**src/rtl/io_port_ctrl.sv**
```systemverilog
// io_port_ctrl: bridges the processor I/O bus to per-port sample streams.
// Each input port has a one-entry holding register. Each output port has a
// one-entry output register. Reads from empty inputs and writes to busy outputs
// stall the processor, and stalled cycles are counted for profiling.
//
// Ports:
//   clk, rst                        clock, synchronous active-high reset
//   proc_req_in / proc_addr_in      processor read strobe and input port index
//   proc_in_data                    read data (combinational, 0 when out of range)
//   proc_out_en / proc_addr_out     processor write strobe and output port index
//   proc_out_data                   write data
//   proc_stall                      processor hold (combinational)
//   src_data / src_valid / src_ready  input streams, port i at [i*NUBITS +: NUBITS]
//   snk_data / snk_valid / snk_ready  output streams, port j at [j*NUBITS +: NUBITS]
//   err_addr                        sticky out-of-range address flag
//   stall_cnt                       saturating count of stalled cycles
module io_port_ctrl #(
    parameter int unsigned NUBITS = 32,
    parameter int unsigned NUIOIN = 2,
    parameter int unsigned NUIOOU = 2,
    parameter int unsigned AIN    = 1,
    parameter int unsigned AOU    = 1
) (
    input  logic                       clk,
    input  logic                       rst,
    input  logic                       proc_req_in,
    input  logic [AIN-1:0]             proc_addr_in,
    output logic [NUBITS-1:0]          proc_in_data,
    input  logic                       proc_out_en,
    input  logic [AOU-1:0]             proc_addr_out,
    input  logic [NUBITS-1:0]          proc_out_data,
    output logic                       proc_stall,
    input  logic [NUIOIN*NUBITS-1:0]   src_data,
    input  logic [NUIOIN-1:0]          src_valid,
    output logic [NUIOIN-1:0]          src_ready,
    output logic [NUIOOU*NUBITS-1:0]   snk_data,
    output logic [NUIOOU-1:0]          snk_valid,
    input  logic [NUIOOU-1:0]          snk_ready,
    output logic                       err_addr,
    output logic [15:0]                stall_cnt
);

    localparam int unsigned CNTW = 16;

    logic [NUIOIN-1:0][NUBITS-1:0] ibuf_q, ibuf_d;
    logic [NUIOIN-1:0]             ifull_q, ifull_d;
    logic [NUIOOU-1:0][NUBITS-1:0] sdat_q, sdat_d;
    logic [NUIOOU-1:0]             svld_q, svld_d;
    logic                          err_q, err_d;
    logic [CNTW-1:0]               scnt_q, scnt_d;

    logic [NUIOIN-1:0] rd_sel;
    logic [NUIOOU-1:0] wr_sel;
    logic              in_stall;
    logic              out_stall;
    logic              rd_commit;
    logic              wr_commit;

    // Address decode; an out-of-range index leaves the select vector all zero.
    always_comb begin
        rd_sel       = '0;
        wr_sel       = '0;
        proc_in_data = '0;
        for (int unsigned i = 0; i < NUIOIN; i++) begin
            if (32'(proc_addr_in) == i) begin
                rd_sel[i]    = 1'b1;
                proc_in_data = ibuf_q[i];
            end
        end
        for (int unsigned j = 0; j < NUIOOU; j++) begin
            if (32'(proc_addr_out) == j) begin
                wr_sel[j] = 1'b1;
            end
        end
    end

    // Stall when the addressed input is empty or the addressed output cannot take a word.
    // Read and write commit together only when neither side stalls.
    always_comb begin
        in_stall   = proc_req_in & (|rd_sel) & ~(|(rd_sel & ifull_q));
        out_stall  = proc_out_en & (|(wr_sel & svld_q & ~snk_ready));
        proc_stall = in_stall | out_stall;
        rd_commit  = proc_req_in & ~proc_stall;
        wr_commit  = proc_out_en & ~proc_stall;
    end

    // Next-state for buffers, flags and counters.
    always_comb begin
        ibuf_d  = ibuf_q;
        ifull_d = ifull_q;
        sdat_d  = sdat_q;
        svld_d  = svld_q;
        err_d   = err_q;
        scnt_d  = scnt_q;

        for (int unsigned i = 0; i < NUIOIN; i++) begin
            // A read needs the port full, so it never coincides with a source accept.
            if (rd_commit && rd_sel[i]) begin
                ifull_d[i] = 1'b0;
            end
            if (src_valid[i] && !ifull_q[i]) begin
                ibuf_d[i]  = src_data[i*NUBITS +: NUBITS];
                ifull_d[i] = 1'b1;
            end
        end

        for (int unsigned j = 0; j < NUIOOU; j++) begin
            if (svld_q[j] && snk_ready[j]) begin
                svld_d[j] = 1'b0;
            end
            // Load after drain so a drain and reload in one cycle keeps valid high.
            if (wr_commit && wr_sel[j]) begin
                sdat_d[j] = proc_out_data;
                svld_d[j] = 1'b1;
            end
        end

        if ((proc_req_in && rd_sel == '0) || (proc_out_en && wr_sel == '0)) begin
            err_d = 1'b1;
        end

        if (proc_stall && scnt_q != {CNTW{1'b1}}) begin
            scnt_d = scnt_q + CNTW'(1);
        end
    end

    // State registers.
    always_ff @(posedge clk) begin
        if (rst) begin
            ibuf_q  <= '0;
            ifull_q <= '0;
            sdat_q  <= '0;
            svld_q  <= '0;
            err_q   <= 1'b0;
            scnt_q  <= '0;
        end else begin
            ibuf_q  <= ibuf_d;
            ifull_q <= ifull_d;
            sdat_q  <= sdat_d;
            svld_q  <= svld_d;
            err_q   <= err_d;
            scnt_q  <= scnt_d;
        end
    end

    assign src_ready = ~ifull_q;
    assign snk_data  = sdat_q;
    assign snk_valid = svld_q;
    assign err_addr  = err_q;
    assign stall_cnt = scnt_q;

endmodule

```
**config.mk**
```make
export PLATFORM = sky130hd
export DESIGN_NAME = io_port_ctrl
export DESIGN_NICKNAME = d
export VERILOG_FILES = /design/src/rtl/io_port_ctrl.sv
export SDC_FILE = /design/constraint.sdc
export NUM_CORES = 1
export LEC_CHECK = 0
export ABC_AREA = 1
export CAP_MARGIN = 20
export CORE_MARGIN = 4
export CORE_UTILIZATION = 32
export DETAILED_ROUTE_END_ITERATION = 6
export PLACE_DENSITY_LB_ADDON = 0.15
export SYNTH_ARGS = -nofsm -noshare
export SYNTH_HDL_FRONTEND = slang
export SYNTH_SLANG_ARGS = --single-unit
```
**constraint.sdc**
```tcl
create_clock -name clk -period 1.6 [get_ports clk]
set_clock_uncertainty 0.1 [all_clocks]
set_input_delay 0.16 -clock clk [delete_from_list [all_inputs] [get_ports clk]]
set_output_delay 0.16 -clock clk [all_outputs]
set_load 0.01 [all_outputs]
```
* Yosys cells after proc, flatten, opt, wreduce, memory -nomap -nowiden
Index checks and enable logic that the tools add are counted.
Cells by class: $add $sub $neg 1, $mul 0, divide/modulo/power cells 0, $lt $le $gt $ge 0, equality and inequality tests 1, shift operators 0, mux-type cells 13, bitwise gates (word level) 13, reduce and logical (&&, ||, !) cells 23
Operator list (count):
- 32-bit 2-to-1 mux | 1
- 16-bit by 1-bit adder with 16-bit output (second input constant) | 1
- 16-bit inequality test (second input constant) | 1
- 1-bit 2-to-1 mux | 12
- 1-bit logical AND | 11
- 2-bit nonzero test | 4
- 2-bit bitwise AND | 3
- 2-bit OR reduction | 3
- 1-bit bitwise AND | 5
- 2-bit logical NOT | 2
- 2-bit inverter | 2
- 1-bit logical NOT | 2
- 1-bit inverter | 2
- 1-bit logical OR | 1
- 1-bit OR | 1
Storage, ports and cells: bits in registers 149, bits in latches 0, bits in writable memories 0, memory bits (read-only) 0, input bits 106, output and inout bits 118, word-level logic and storage cells 61, memories 0

* Longest topological paths before layout
depth after elaboration 11, mapped depth 10, mapped depth without buffers 10

* Least setup slack after synthesis
No wires, ideal clock.
kind register to register, from register scnt_q[0] (netlist: stall_cnt[0]), to register scnt_q[9] (netlist: stall_cnt[9]), library setup time 70 ps, data arrival time 1473 ps, required time 1430 ps, setup slack -43 ps, stages on the path, launching flop included 11, buffers on the path 1, period minus slack after synthesis 1643 ps, path through dfxtp_1 -> ha_1 -> nand2_1 -> nor2_2 -> nand2_2 -> clkinv_4 -> nand2_8 -> nand2_4 -> buf_12 -> nand2_2 -> a21oi_2
Between the ends: cells in the longest elaborated chain, start to end 2, elaborated cells on any way between the ends 3, those cells by class add/sub (1); eq/ne (1); reduce/logical (1)
Ends and longest elaborated chain:
- start, declared | line 50 | logic [CNTW-1:0] scnt_q, scnt_d;
- start signal, assigned | line 142 | scnt_q <= scnt_d;
- branches (longest 2 deep; another with 16-bit by 1-bit adder with 16-bit output)
Several ways; the timed one is not identified. A chain may end at the register's enable or synchronous reset.

* Worst setup path in the final report
from register sdat_q (netlist bit snk_data[60]), to output snk_data[60]
RTL lines:
- start, declared | line 47 | logic [NUIOOU-1:0][NUBITS-1:0] sdat_q, sdat_d;
- start signal, assigned | line 139 | sdat_q <= sdat_d;
- end, declared | line 36 | output logic [NUIOOU*NUBITS-1:0] snk_data,
No word-level cell between the ends.

==> results.txt <==
RSZ-0062 raised after global routing = yes
CTS Root Cell = clkbuf_16
Sequential share of the synthesized area = 46.9%
Area delta synth->final = 55.2%
Crit path largest cell delay = 0.57 ns
Final Setup Violations = 0
Placed cell count = 1409
CP delay by family, top = buffers and inverters
Chip width = 149 um
Wire per inst = 13.8 um
Synth Area per Inst = 6.89 um^2
DPL Wire Length = 13900 um
Met3 Use GR = 5.67%
Count of buffers from port buffering = 222
Total Wirelength = 19900 um
Io pins = 224
Cells after Synth = 917
Cell variety after synth = 31
Nets = 1273
Worst VDD drop = 0.000713 V
# rows = 51
Die Y = 149 um
Setup CP Type = reg2out
Routed Antenna Nets = 0
HP Class = in2reg
Status = finished, final reports clean
Setup crit start kind = register
First-pass GRT wire length = 30900 um
Core area = 0.0195 mm^2
Largest net degree at the start of global routing = 63
Vias in the first global route = 5914
Most frequent cells in the layout = 211 x nor2_1, 210 x nand2_1, 141 x dfxtp_1, 128 x clkdlybuf4s50_1, 83 x inv_1
Bufs and invs on worst path = 1
Maxcap violations = 0
Tcrit/Tclk final = 97.9%
Hold Startpoint = proc_out_data[26]
Clock-pin slew on the worst setup and hold paths = 0.07 ns
Endpoints failing hold = 0
Area leader, netlist = dfxtp_1
Number of clock sinks = 148
Setup crit start = snk_data[60]
CP arrival = 1.31 ns
# diodes = 0
Min Tclk post-route = 1.57 ns
Most common cell after layout, fill and taps aside = nor2_1
CTS Buf Count = 17
Reg2Reg Launch Point = snk_valid[0]
Clk Latency, worst-skew pair = 0.41 ns
Starting Density = 32.5%
Yosys warnings = 0
Final Non-Filler Cells = 1444
Synthesized area = 0.00632 mm^2
Fmax = 0.638 GHz
DRC Markers = 0
Clock Path Buffers = 2
Worst setup EP type = output pin
Total number of H-tree levels = 4
CTS tree = done
Met1 usage = 22.6%
Fin. max-slew vios = 0
Crit path required time = 1.34 ns
DR vias = 6388
Layout cell share with drive strength beyond 1 = 12.9%
Antenna violations before repair = 4
Yosys reg bits = 148
Starting DRT DRC Count = 235
Slowest-stage cell, CP = clkdlybuf4s50_1
Total grt overflow = 0
CP Max Fanout = 2
M2 GR Usage = 28.1%
Overall die area = 0.0221 mm^2
Post-synth top area share = 46.9%
GR peak layer = met2
Pleak = 4.93 nW
Fin util = 50.4%
Via density = 4.42
GR Util All Layers = 17.6%
Crit-path cells = clkdlybuf4s50_1
Iteration count of the initial detailed-routing pass = 4
Synthesized Nets = 1024
Global placement routability congestion = 0.838
PwrDens = 962 mW/mm^2
Synth area leaders = dfxtp_1 47%, nor2_1 13%, nand2_1 13%
==> synth_stat cells, drive strengths merged <==
| library cell | number |
|---|---|
| clkinv | 2 |
| nand3b | 1 |
| xor2 | 2 |
| ha | 1 |
| conb | 1 |
| o21ai | 102 |
| a21oi | 48 |
| nor3 | 4 |
| buf | 22 |
| or2 | 1 |
| inv | 85 |
| nand4 | 9 |
| nor2 | 220 |
| nand3 | 15 |
| clkbuf | 30 |
| dfxtp | 148 |
| xnor2 | 2 |
| nand2 | 224 |
==> stage by stage <==
step                hold slack (ns)  TNS (ns)  cell area (um^2)  power, W  setup slack (ns)
floorplan                     0.195         0              6320   0.00487            0.0493
global placement              0.330    -32.68              9150   0.00579            -0.356
detailed placement            0.333    -36.55              9150   0.00581            -0.385
CTS                           0.232    -0.113              9690   0.00959            -0.113
global route                  0.233   -0.0470              9810   0.00992           -0.0302
finish                        0.255         0              9810   0.00944            0.0331
==> final cells by class <==
class / instances / area, um^2
inverter: 87 / 340
fill: 1972 / 9650
clock buffer: 18 / 439
clock inverter: 14 / 118
multi-input combinational: 630 / 2790
timing repair buffer: 282 / 2820
tap: 265 / 332
sequential: 148 / 2970
==> final timing paths <==
path,to,slack [ns],depth (start not counted)
max reg2reg,snk_data[9],0.09,7
max,snk_data[60],0.03,1
min,snk_data[58],0.25,3
min reg2reg,snk_data[3],0.34,2
==> report_power, final <==
part | total, W | internal (W) | leakage, nW | switching, W
clock network | 0.00379 | 0.00207 | 0.272 | 0.00171
logic | 0.00159 | 0.000801 | 3.43 | 0.000784
registers | 0.00407 | 0.00394 | 1.22 | 0.000126
total | 0.00944 | 0.00681 | 4.93 | 0.00262
==> sequential cells by signal (all words and copies together) (netlist names) <==
register and cells:
ibuf_q 64, snk_data 64, stall_cnt 16, ifull_q 2
snk_valid 2
==> worst reg2reg max path, delay by kind of cell (launching register included) <==
family          cells  cell delay [ns]
compound gates      2             0.18
buf+inv             3             0.40
flops               1             0.32
simple gates        2             0.43
==> routing by layer <==
layer	vias up	part of all wire, %
met2	148	47
li1	3342	-
met4	8	1.6
met1	2862	45
met3	28	5.6
met5	-	0.24
==> logic make-up after synthesis <==
logic type	after synthesis	synth area share [%]
other cells	1	0.0593
flops	148	46.9
buf+inv	139	9.66
simple gates	474	30.1
compound gates	150	12.5
fa+ha+maj	1	0.198
xor+xnor	4	0.554
==> what timing repair did <==
action                                  in CTS  in global routing
setup buffers                                0                  1
hold buffers                                 0                  0
gates resized for setup                     71                 68
pin swaps                                    0                  6
cloned                                       1                  1
endpoints found under the setup margin      56                 78
(Power assumes the default switching activity.)
